**src/rtl/lb_ctrl_pkg.sv**
```systemverilog
// Shared types and elaboration-time helpers for the line buffer sequencer.
package lb_ctrl_pkg;

    typedef enum logic [1:0] {
        IDLE = 2'd0,
        RUN  = 2'd1,
        DONE = 2'd2
    } lb_state_e;

    function automatic int clog2(input int n);
        int r;
        r = 0;
        while ((1 << r) < n) r++;
        return r;
    endfunction

    // Counter width that never collapses to zero bits.
    function automatic int bits_for(input int n);
        return (clog2(n) < 1) ? 1 : clog2(n);
    endfunction

    function automatic int calc_wpl(input int width);
        return width / 4;
    endfunction

    function automatic int calc_out_rows(input int height, input int kernel_rows);
        return height - kernel_rows + 1;
    endfunction

endpackage

```
**src/rtl/line_buffer_ctrl_wrap_counter.sv**
```systemverilog
// Modulo-MOD up-counter; wrap flags the increment that returns it to zero.
module wrap_counter
    import lb_ctrl_pkg::*;
#(
    parameter  int MOD = 4,
    localparam int VW  = bits_for(MOD)
) (
    input  logic          clk,
    input  logic          rst,
    input  logic          clr,
    input  logic          inc,
    output logic [VW-1:0] val,
    output logic          wrap
);

    logic [VW-1:0] r_val;
    logic          w_wrap;

    assign w_wrap = inc & (r_val == VW'(MOD - 1));

    always_ff @(posedge clk) begin
        if (rst || clr) begin
            r_val <= '0;
        end else if (inc) begin
            r_val <= w_wrap ? '0 : r_val + VW'(1);
        end
    end

    assign val  = r_val;
    assign wrap = w_wrap;

endmodule

```
**src/rtl/line_buffer_ctrl.sv**
```systemverilog
// Write/read sequencer for a ring of line buffers feeding the SAD kernel.
// Optional stall statistics ports are built when LB_CTRL_STATS_EN is defined.
module line_buffer_ctrl
    import lb_ctrl_pkg::*;
#(
    parameter  int WIDTH       = 740,
    parameter  int NUM_LINES   = 4,
    parameter  int KERNEL_ROWS = 3,
    parameter  int HEIGHT      = 480,
    localparam int LW          = bits_for(NUM_LINES)
) (
    input  logic                      clk,
    input  logic                      rst,
    input  logic [31:0]               s_data,
    input  logic                      s_valid,
    output logic                      s_ready,
    output logic [NUM_LINES-1:0]      lb_wr_en,
    output logic [31:0]               lb_wr_data,
    output logic [NUM_LINES-1:0]      lb_rd_en,
    output logic [KERNEL_ROWS*LW-1:0] lb_row_sel,
    output logic                      lb_rstn,
    output logic                      m_valid,
    input  logic                      m_ready,
    output logic                      m_last_col,
    output logic                      m_last_row,
    output logic                      frame_done,
    output lb_state_e                 dbg_state
`ifdef LB_CTRL_STATS_EN
    ,
    output logic [31:0]               stall_out_cnt,
    output logic [31:0]               stall_in_cnt
`endif
);

    localparam int WPL      = calc_wpl(WIDTH);
    localparam int OUT_ROWS = calc_out_rows(HEIGHT, KERNEL_ROWS);
    localparam int CW       = bits_for(WPL);
    localparam int FW       = bits_for(NUM_LINES + 1);
    localparam int HW       = bits_for(HEIGHT + 1);

    localparam logic [FW-1:0] C_NUM_LINES = FW'(NUM_LINES);
    localparam logic [FW-1:0] C_KROWS     = FW'(KERNEL_ROWS);
    localparam logic [HW-1:0] C_HEIGHT    = HW'(HEIGHT);
    localparam logic [HW-1:0] C_LAST_ROW  = HW'(OUT_ROWS - 1);
    localparam logic [CW-1:0] C_LAST_COL  = CW'(WPL - 1);

    lb_state_e     r_state, w_next;
    logic [FW-1:0] r_filled;
    logic [HW-1:0] r_lines_written, r_out_row;
    logic [CW-1:0] w_wr_col, w_rd_col;
    logic [LW-1:0] w_wr_line, w_rd_top;
    logic          w_run, w_clr, w_accept, w_beat, w_line_done, w_row_done;
    logic          w_unused_wr_line_wrap, w_unused_rd_top_wrap;

    // Both sides use valid/ready: a word moves on a rising edge only when
    // valid and ready are high together; valid never waits on ready.
    assign w_run    = (r_state == RUN);
    assign w_clr    = (r_state == DONE);
    assign s_ready  = w_run & (r_filled < C_NUM_LINES) & (r_lines_written < C_HEIGHT);
    assign w_accept = s_valid & s_ready;
    assign m_valid  = w_run & (r_filled >= C_KROWS);
    assign w_beat   = m_valid & m_ready;

    assign m_last_col = m_valid & (w_rd_col == C_LAST_COL);
    assign m_last_row = m_valid & (r_out_row == C_LAST_ROW);
    assign lb_wr_data = s_data;
    assign dbg_state  = r_state;

    wrap_counter #(.MOD(WPL)) u_wr_col (
        .clk(clk), .rst(rst), .clr(w_clr), .inc(w_accept),
        .val(w_wr_col), .wrap(w_line_done)
    );
    wrap_counter #(.MOD(NUM_LINES)) u_wr_line (
        .clk(clk), .rst(rst), .clr(w_clr), .inc(w_line_done),
        .val(w_wr_line), .wrap(w_unused_wr_line_wrap)
    );
    wrap_counter #(.MOD(WPL)) u_rd_col (
        .clk(clk), .rst(rst), .clr(w_clr), .inc(w_beat),
        .val(w_rd_col), .wrap(w_row_done)
    );
    wrap_counter #(.MOD(NUM_LINES)) u_rd_top (
        .clk(clk), .rst(rst), .clr(w_clr), .inc(w_row_done),
        .val(w_rd_top), .wrap(w_unused_rd_top_wrap)
    );

    always_ff @(posedge clk) begin
        if (rst) r_state <= IDLE;
        else     r_state <= w_next;
    end

    always_comb begin
        w_next     = r_state;
        lb_rstn    = 1'b0;
        frame_done = 1'b0;
        case (r_state)
            IDLE: w_next = RUN;
            RUN: begin
                lb_rstn = 1'b1;
                if (w_beat && m_last_col && m_last_row) w_next = DONE;
            end
            DONE: begin
                frame_done = 1'b1;
                w_next     = IDLE;
            end
            default: w_next = IDLE;
        endcase
    end

    // A line finishing on the same edge a row retires leaves the fill level alone.
    always_ff @(posedge clk) begin
        if (rst || w_clr) begin
            r_filled        <= '0;
            r_lines_written <= '0;
            r_out_row       <= '0;
        end else begin
            if (w_line_done && !w_row_done)      r_filled <= r_filled + FW'(1);
            else if (!w_line_done && w_row_done) r_filled <= r_filled - FW'(1);
            if (w_line_done) r_lines_written <= r_lines_written + HW'(1);
            if (w_row_done)  r_out_row <= r_out_row + HW'(1);
        end
    end

    always_comb begin
        logic [LW-1:0] v_line;
        v_line     = '0;
        lb_wr_en   = '0;
        lb_rd_en   = '0;
        lb_row_sel = '0;
        if (w_accept) lb_wr_en[w_wr_line] = 1'b1;
        for (int k = 0; k < KERNEL_ROWS; k++) begin
            v_line = LW'((int'(w_rd_top) + k) % NUM_LINES);
            if (w_beat) lb_rd_en[v_line] = 1'b1;
            if (w_run)  lb_row_sel[k*LW +: LW] = v_line;
        end
    end

`ifdef LB_CTRL_STATS_EN
    logic [31:0] r_stall_out, r_stall_in;

    // Saturating; deliberately survives frame boundaries.
    always_ff @(posedge clk) begin
        if (rst) begin
            r_stall_out <= '0;
            r_stall_in  <= '0;
        end else begin
            if (m_valid && !m_ready && (r_stall_out != '1))
                r_stall_out <= r_stall_out + 32'd1;
            if (w_run && s_valid && !s_ready && (r_stall_in != '1))
                r_stall_in <= r_stall_in + 32'd1;
        end
    end

    assign stall_out_cnt = r_stall_out;
    assign stall_in_cnt  = r_stall_in;
`endif

endmodule

```
**config.mk**
```make
export PLATFORM = sky130hd
export DESIGN_NAME = line_buffer_ctrl
export DESIGN_NICKNAME = d
export VERILOG_FILES = /design/src/rtl/lb_ctrl_pkg.sv /design/src/rtl/line_buffer_ctrl_wrap_counter.sv /design/src/rtl/line_buffer_ctrl.sv
export SDC_FILE = /design/constraint.sdc
export NUM_CORES = 1
export LEC_CHECK = 0
export CAP_MARGIN = 10
export CORE_MARGIN = 4
export CORE_UTILIZATION = 30
export DETAILED_ROUTE_END_ITERATION = 8
export PLACE_DENSITY = 0.63
export SLEW_MARGIN = 10
export SYNTH_ARGS = -nofsm -noshare
export SYNTH_HDL_FRONTEND = slang
export SYNTH_HIERARCHICAL = 1
export SYNTH_SLANG_ARGS = --single-unit
```
**constraint.sdc**
```tcl
create_clock -name clk -period 6.92 [get_ports clk]
set_clock_uncertainty 0.05 [all_clocks]
set_input_delay 1.384 -clock clk [delete_from_list [all_inputs] [get_ports clk]]
set_output_delay 1.384 -clock clk [all_outputs]
set_load 0.01 [all_outputs]
```
; ---- After elaboration in Yosys (flattened, before gate mapping)
; Cells that the tools add are included.
[classes]
addsub = 10
n_lt_le_gt_ge = 11
n_bitwise = 13
n_mux = 25
reduce_logical = 13
n_eq_ne = 8
[ops]
columns = operator, count
row1 = $add 9x1->9 const B, 2
row2 = $add 8x1->8 const B, 2
row3 = $eq 8x8->1 const B, 2
row4 = $mux 4, 4
row5 = $mux 8, 2
row6 = $lt 2x3->1 const B, 4
row7 = $mux 2, 6
row8 = $and 1x1->1, 11
row9 = $eq 9x9->1 const B, 1
row10 = $lt 9x9->1 const B, 1
row11 = $demux 1 s2, 4
row12 = $ge 2x1->1 const B, 4
row13 = $logic_and 1x1->1, 8
row14 = $or 4x4->4, 2
row15 = $add 2x1->2 const B, 3
row16 = $eq 2x2->1 const B, 3
row17 = $mux 1, 6
row18 = $mux 3, 2
row19 = $pmux 2 s2, 1
row20 = $add 3x1->3 const B, 1
row21 = $ge 3x2->1 const B, 1
row22 = $lt 3x3->1 const B, 1
row23 = $sub 3x1->3 const B, 1
row24 = $add 2x2->2 const B, 1
row25 = other kinds (6), 7
[word_totals]
out_inout_bits = 54
input_bits = 36
reg_bits = 43

; ---- Depth between registers and ports, before layout
[depth]
ltp_word = 9
depth_mapped = 15
ltp_nobuf = 13

; ---- Hierarchy
; Netlist, hierarchy kept.
[by_module_without_submodules]
columns = module, area_per_inst_um2, instances, cells_per_inst
row1 = line_buffer_ctrl, 1486.4, 1, 183
row2 = wrap_counter (u_rd_col ...), 430.4, 2, 51
row3 = wrap_counter (u_rd_top ...), 101.3, 2, 9

; ---- Least setup slack after synthesis
; OpenSTA, ideal clock, no wires.
[synth_path]
path_kind = input to register
startpoint = input s_valid
endpoint = register r_filled[2]
t_arrival_ns = 3.946
slack_ns = 2.853
path_buffers = 1
path_stages = 12
path_cell_list = inv_1 a2111o_1 inv_1 buf_4 nand3_2 nor3_1 ha_1 inv_1 fa_1 xor2_1 or3_1 a21oi_1
[synth_via]
elab_chain_len = 5
elab_cells_between_ends = 7
cone_classes = mux (1) / bitwise (2) / reduce/logical (4)
[synth_rtl]
columns = element, line_no
row1 = from (decl), line_buffer_ctrl.sv:15  ; input logic s_valid,
row2 = $and 1x1->1 (*), line_buffer_ctrl.sv:60  ; assign w_accept = s_valid & s_ready;
row3 = via w_accept, line_buffer_ctrl.sv:52  ; logic w_run, w_clr, w_accept, w_beat, w_line_done, w_row_done;
row4 = $and 1x1->1 (*), line_buffer_ctrl_wrap_counter.sv:19  ; assign w_wrap = inc & (r_val == VW'(MOD - 1));
row5 = via w_line_done, line_buffer_ctrl.sv:52
row6 = $logic_not 1->1, line_buffer_ctrl.sv:117  ; else if (!w_line_done && w_row_done) r_filled <= r_filled - FW'(1);
row7 = $logic_and 1x1->1, line_buffer_ctrl.sv:117
row8 = $reduce_bool 2->1 (no line), -
row9 = to (signal assigned), line_buffer_ctrl.sv:116  ; if (w_line_done && !w_row_done) r_filled <= r_filled + FW'(1);
row10 = to (signal assigned), line_buffer_ctrl.sv:117
row11 = to (decl), line_buffer_ctrl.sv:48  ; logic [FW-1:0] r_filled;
; Mark *: on every way through the listed nets, which the timed path passes. The rest lies on a longest branch.
; A chain may end at the register's enable or synchronous reset.

; ---- Worst setup path in the final report
[layout_path]
startpoint = input s_valid
endpoint = output lb_wr_en[1]
[layout_via]
elab_chain_len = 2
[layout_rtl]
columns = element, line_no
row1 = $and 1x1->1, line_buffer_ctrl.sv:60
row2 = $mux 4, line_buffer_ctrl.sv:129  ; if (w_accept) lb_wr_en[w_wr_line] = 1'b1;
row3 = to (decl), line_buffer_ctrl.sv:17  ; output logic [NUM_LINES-1:0] lb_wr_en,
; No other way between the ends.

==> impl_metrics.py <==
metrics = {
    "worst_setup_path": {
        "cp-end-kind": "output port",
        "crit_type": "in2out",
        "path_buf_inv": 3,
        "slowest_delay_ns": 0.58,
        "worst_ep_required_time_ns": 5.49,
        "worstPathArrival_ns": 3.07,
        "cpLargestDelayFamily": "buffers and inverters",
        "cp_cell_sequence": "clkdlybuf4s50_1 -> inv_1 -> a2111o_1 -> nor3b_1 -> clkdlybuf4s50_1",
        "worst_path_most_repeated_cell": "clkdlybuf4s50_1",
        "worst-path-max-fanout": 5,
        "crit_path_start_kind": "input port",
        "crit_path_top_delay_cell": "clkdlybuf4s50_1",
    },
    "die": {
        "die_w_um": 99.97,
        "num_io_pins": 90,
        "die-area_mm2": 0.009993,
        "rows": 33,
        "die_h_um": 99.97,
        "core_area_mm2": 0.008217,
        "start_util_pct": 30.88,
    },
    "detailed_routing": {
        "drt_pass1_iterations": 4,
        "vias_per_cell": 4.982,
        "wl_um": 5170,
        "ant_nets": 0,
        "wire_per_inst_um": 12.96,
        "drc": 0,
        "via_count": 1988,
        "drtIter0Drc": 60,
    },
    "cts": {
        "cts-root-buf": "clkbuf_8",
        "clk_pin_slew_ns": 0.07,
        "cts_sinks": 43,
        "ctsResizeCount": 0,
        "cts_tree": "built",
        "post_cts_buffers": 0,
        "hold_buffers": 0,
        "cts_buffers": 5,
        "cts_max_level": 2,
        "clk_path_buf_depth": 2,
        "clkLatencyLatePin_ns": 0.30,
    },
    "sta": {
        "period_share_pct": 65.06,
        "setup_viol": 0,
        "slew_violations": 0,
        "hold_viol_final": 0,
        "tightest_slew_ns": 0.6731,
        "rsz0062_at_grt": "no",
        "max_freq_mhz": 222.1,
        "period_minus_slack_ns": 4.502,
        "relSlewSlack_pct": 55.02,
        "finalSetupTns_ns": 0,
    },
    "min_path": {
        "min_path_type": "reg2reg",
    },
    "logic_synthesis": {
        "synthesis.nets": 352,
        "syn_area_mm2": 0.002537,
        "synth_cells": 301,
        "ys.warnings.count": 6,
        "syn_area_per_cell_um2": 8.430,
    },
    "power_and_ir_drop": {
        "peakVddDrop_v": 0.00009346,
        "p_leak_nw": 0.9508,
        "powerDensity_mw_per_mm2": 170.5,
    },
    "layout": {
        "fin_cells": 399,
        "layout-drive-gt1-share_pct": 6.122,
        "area_growth_pct": 8.333,
        "nets": 345,
        "antennaDiodeCount": 0,
    },
    "grt": {
        "top_usage_layer": "met2",
        "grt_pass1_wl_um": 8790,
        "grt_util_met2_pct": 18.47,
        "grt_max_degree": 21,
        "met1_usage_pct": 12.63,
        "grt_pass1_vias": 1878,
        "gr-usage-all-layers_pct": 10.74,
        "grt-ovfl-total": 0,
        "antenna_found_initial": 0,
        "use_met3_pct": 3.197,
    },
    "placed_design": {
        "io_buffer_count": 25,
        "place_hpwl_um": 3801,
        "place.gp.congestion": 0.8100,
        "placed_cells": 392,
    },
    "run_status": {
        "outcome": "completed",
    },
    "job": {
        "max-cap-violations": 0,
    },
}
[registers in the layout, indices dropped and copies added, names as in the netlist]
signal	cells
dbg_state	2
r_filled	3
u_wr_col/val	8
r_lines_written	9
r_out_row	9
u_wr_line/val	2
u_rd_col/val	8
u_rd_top/val	2
[metrics by stage]
step / total power [mW] / hold slack [ns] / util (%) / cell area (um2) / setup WS [ns]
6_report: 0.4687 / 0.4422 / 33.46 / 2749 / 2.418
5_1_grt: 0.4881 / 0.4738 / 33.46 / 2749 / 2.337
4_1_cts: 0.4736 / 0.4437 / 33.46 / 2749 / 2.408
3_5_place_dp: 0.2855 / 0.4305 / 32.21 / 2646 / 2.410
3_3_place_gp: 0.2848 / 0.4237 / 32.21 / 2646 / 2.451
2_1_floorplan: 0.2947 / 0.4083 / - / 2537 / 2.886
[power by group]
part | switching (mW) | internal, mW | leakage (nW) | total [mW]
combinational | 0.0137 | 0.0104 | 0.552 | 0.0240
clock | 0.0832 | 0.106 | 0.0513 | 0.189
sequential | 0.00467 | 0.251 | 0.348 | 0.256
[metal layers]
| layer | vias to the layer above | routed length, um |
|---|---|---|
| met3 | 8 | 289 |
| li1 | 1006 | - |
| met2 | 31 | 2423 |
| met5 | - | 0 |
| met4 | 0 | 73 |
| met1 | 943 | 2384 |
[cells in the final DEF (no fill, tap or decap), drive strengths merged, types with 2 or more instances in the layout]
cell           instances
a21oi                 12
nor3                  11
a31oi                  6
nor3b                  2
inv                   22
o22ai                  2
or3b                   4
nand4bb                2
ha                    14
buf                    2
or3                   12
dfxtp                 43
a211oi                 4
xnor2                  2
xor2                  12
o32ai                  2
nand2                 17
nand4                 15
nand2b                 8
clkdlybuf4s50         25
mux2i                  4
or4                    2
nor2                  24
clkbuf                 6
o311ai                 2
nand3                  9
or2                    2
o21ai                 10
o211ai                 4
[path summary, 6_finish.rpt]
check | slack, ns | from | cells after the start | end
max reg2reg | 3.54 | dbg_state[1]$_SDFFE_PP0P_ | 14 | r_filled[2]$_SDFFE_PP0P_
min reg2reg | 0.44 | r_out_row[7]$_SDFFE_PP0P_ | 2 | r_out_row[7]$_SDFFE_PP0P_
min | 0.44 | r_out_row[7]$_SDFFE_PP0P_ | 2 | r_out_row[7]$_SDFFE_PP0P_
max | 2.42 | s_valid | 5 | lb_wr_en[1]
[area by class of cell]
cell class / instances / area, um2
fill: 851 / 5468
multi-input combinational: 195 / 1306
sequential: 43 / 860.8
timing repair buffer: 27 / 265.3
tap: 105 / 131.4
inverter: 22 / 82.58
clock buffer: 6 / 72.57
clock inverter: 1 / 30.03
[tightest hold or removal path, cell delays in order (launching register included)]
cell     delay, ns
dfxtp_1       0.32
o21ai_0       0.07
a21oi_1       0.06
(Power assumes the default switching activity.)
==> edit 1 (same flow settings) <==
Put one more register stage on the output `dbg_state`. The value now appears one clock later. The other outputs are not delayed to match.
--- a/src/rtl/line_buffer_ctrl.sv
+++ b/src/rtl/line_buffer_ctrl.sv
@@ -64,7 +64,9 @@
     assign m_last_col = m_valid & (w_rd_col == C_LAST_COL);
     assign m_last_row = m_valid & (r_out_row == C_LAST_ROW);
     assign lb_wr_data = s_data;
-    assign dbg_state  = r_state;
+    always_ff @(posedge clk) begin
+        dbg_state <= r_state;
+    end
 
     wrap_counter #(.MOD(WPL)) u_wr_col (
         .clk(clk), .rst(rst), .clr(w_clr), .inc(w_accept),
Formal check against the unedited RTL: not equivalent (a bounded check fails within 4 cycles, from zero or initial values and one cycle with rst high).
==> edit 1 against the unedited design <==
Combinational power down 3%; area after synthesis up 2.2%; power down 1.2%; sequential cell count up 2; core utilization up 0.22 points; routed wire length down 6.3%; die area up 2.0%; sequential share of layout area up 0.91 points; fmax up 4.0%; design area up 1.7%; cell count up 1.0%; first-iteration DRC count up 100%; worst setup slack better by 0.17 ns; critical endpoint unchanged; largest power group unchanged.
==> edit 1: results (changes against the unedited design) <==
run status complete, no violations; worst setup path startpoint s_valid; wl on met1 2270 um (-4.9%); end of the worst hold path dbg_state[0]; Worst VDD drop 0.0662 mV (-29%); Syn Area/Cell 8.53 um2 (+1.2%); Worst setup endpoint lb_wr_en[1]; Layout Nets 348 (+0.87%); Largest regs r_lines_written x9, r_out_row x9; Root Buffer Master clkbuf_8; DR vias 1994 (+0.30%); port bufs 25 (unchanged); 1st-iter DRT viols 122 (+100%); RR Startpoint r_state[1]; Placed Instances 395 (+0.77%); met3 Resource Use GR 3.11% (-0.082 points); final wirelength 4840 um (-6.3%); HP Class flip-flop to flip-flop; post-CTS setup repair buffer count 0 (unchanged); largest net degree at the start of global routing 22 (+4.8%); r2r worst-path depth 13 (-1); Hold Path Stages 0 (-2); met2 usage 15.9% (-2.5 points); DRT Pass-1 Iters 4 (unchanged); Synth warnings 6 (unchanged); vias in the first global route 1802 (-4.0%); Synth Net Count 355 (+0.85%); antenna violations before repair 0 (unchanged); CTS Buf Count 5 (unchanged); Total GRT Usage 9.65% (-1.1 points); Worst-path clk slew 0.09 ns (+0.02 ns); Bufs on Longest Clock Path 2 (unchanged); reg2reg setup slack 3.66 ns (+0.12 ns); final RePlAce weighted congestion 0.817 (+0.86%); Avg WL per Cell 12.0 um (-7.2%); layout cells sized above 1 7.05% (+0.92 points); DP HPWL 3500 um (-7.9%); reg-to-reg endpoint r_filled[2]; Worst-Margin Slew 0.817 ns (+0.144 ns); WP data arrival 2.90 ns (-0.17 ns); met3 WL 365 um (+26%); GR Util met1 11.8% (-0.85 points); CP Max Fanout 5 (unchanged); PostCTS Resize Cnt 0 (unchanged); Routed met2 length 2180 um (-10%); H-tree depth 2 (unchanged); leakage power 0.961 nW (+1.1%); Worst Hold Launch r_state[0]; Final Hold Fails 0 (unchanged); setup_tns 0 ns (unchanged); Top Metal Used met4; # diodes 0 (unchanged); first-pass GRT wire length 8060 um (-8.3%); Clock Latency Late Sink 0.30 ns (about the same); ANT nets after route 0 (unchanged)
## edit 1: critical path, cell delays in order
cell and delay [ns]:
clkdlybuf4s50_1 0.46, nand4b_1 0.22, nor3b_1 0.27, clkdlybuf4s50_1 0.57
## edit 1: per-stage QoR
step / hold slack, ns / setup WS (ns) / cell area (um2)
final: 0.326 / 2.59 / 2800
after global routing: 0.346 / 2.47 / 2800
after CTS: 0.329 / 2.56 / 2800
after detailed placement: 0.315 / 2.57 / 2700
after global placement: 0.307 / 2.58 / 2700
after floorplan: 0.294 / 3.12 / 2590
## edit 1: area by class of cell
class	instances	area, um2
multi-input cells	197	1320
flip-flops and latches	45	901
inverters	21	78.8
well taps	105	131
repair buffers	27	265
clock inverters	2	13.8
fillers	856	5500
clock buffers	6	82.6
## edit 1: power breakdown
| part | internal [W] | switching, W |
|---|---|---|
| registers | 0.000263 | 0.00000467 |
| logic | 0.0000102 | 0.0000132 |
| clock network | 0.0000811 | 0.0000911 |
| total | 0.000354 | 0.000109 |
==> edit 2 (config.mk and constraints unchanged) <==
Made on the original files. Change the parameter `KERNEL_ROWS` from 3 to 2.
--- a/src/rtl/line_buffer_ctrl.sv
+++ b/src/rtl/line_buffer_ctrl.sv
@@ -5,7 +5,7 @@
 #(
     parameter  int WIDTH       = 740,
     parameter  int NUM_LINES   = 4,
-    parameter  int KERNEL_ROWS = 3,
+    parameter  int KERNEL_ROWS = 2,
     parameter  int HEIGHT      = 480,
     localparam int LW          = bits_for(NUM_LINES)
 ) (
Interface: changed (resized lb_row_sel); port bits go from 90 to 88. No check against the original RTL was run, so the function may have changed too.
==> edit 2 against the unedited design <==
Sequential share of layout area decreased by 0.49 points; global-route usage decreased by 0.72 points; area after synthesis increased by 2.4%; routed wire length decreased by 6.1%; worst hold slack improved by 0.0020 ns; design area increased by 1.6%; sequential cell count unchanged; core utilization increased by 0.19 points; via count decreased by 1.5%; power increased by 0.31%; worst setup slack improved by 0.21 ns; largest power group unchanged.
==> edit 2: results (changes against the unedited design) <==
HP Class flip-flop to flip-flop; slew margin rel. 52.8% (-2.2 points); run status complete, no violations; DR vias 1959 (-1.5%); layout cells sized above 1 7.07% (+0.95 points); pre-CTS setup slack 2.61 ns (+0.196 ns); vias in the first global route 1883 (+0.27%); Switching Power 0.000104 W (+2.3%); Worst VDD drop 0.0784 mV (-16%); Syn Area/Cell 8.49 um2 (+0.69%); CP Max Fanout 7 (+2); Clk pwr share 40.8% (+0.5 points); PostCTS Resize Cnt 0 (unchanged); DP HPWL 3530 um (-7.0%); first-pass GRT wire length 8370 um (-4.8%); Layout Nets 352 (+2.0%); 1st-iter DRT viols 61 (+1.7%); Synth Net Count 361 (+2.6%); FILL cells 874 (+2.7%); final wirelength 4850 um (-6.1%); mean number of vias per cell 4.87 (-2.2%); Placed Instances 395 (+0.77%); Total GRT Usage 10.0% (-0.72 points); leakage power 0.963 nW (+1.3%); antenna violations before repair 0 (unchanged)
## edit 2: worst max-delay path, cell delays in order
cell and delay, ns:
clkdlybuf4s50_1 0.48, o211ai_1 0.25, nor2_1 0.19, clkdlybuf4s50_1 0.55
## edit 2: per-layer routing
layer,routed length [um],global-route usage (%)
met1,2320,12.7
met2,2140,15.9
met3,315,3.46
met4,77,3.17
met5,0,0
## edit 2: final timing paths
| kind | from | end | slack, ns | cells after the start |
|---|---|---|---|---|
| max | m_ready | lb_rd_en[3] | 2.63 | 4 |
| min | r_out_row[8] | r_out_row[8] | 0.44 | 2 |
| max reg2reg | dbg_state[0] | r_filled[2] | 3.41 | 12 |
| min reg2reg | r_out_row[8] | r_out_row[8] | 0.44 | 2 |
## edit 2: per-stage QoR
step | total power [W] | instance area, um2
after floorplan | 0.000294 | 2600
after global placement | 0.000284 | 2690
after detailed placement | 0.000284 | 2690
after CTS | 0.000479 | 2790
after global routing | 0.000492 | 2790
final | 0.000470 | 2790
## edit 2: layout make-up
cell class                 count  area, um2  share of cell area (%)
clock inverter                 2       37.5                    1.34
timing repair buffer          25        245                    8.78
multi-input combinational    202       1370                    49.2
sequential                    43        861                    30.8
clock buffer                   5       68.8                    2.46
inverter                      20       75.1                    2.69
tap                          105        131                    4.70
## edit 2: power by group through the flow
stage / sequential, W / clock [W] / combinational, W
after floorplan: 0.000260 / 0 / 0.0000340
after global placement: 0.000261 / 0 / 0.0000228
after detailed placement: 0.000261 / 0 / 0.0000231
after CTS: 0.000256 / 0.000201 / 0.0000231
after global routing: 0.000256 / 0.000210 / 0.0000261
final: 0.000256 / 0.000192 / 0.0000227
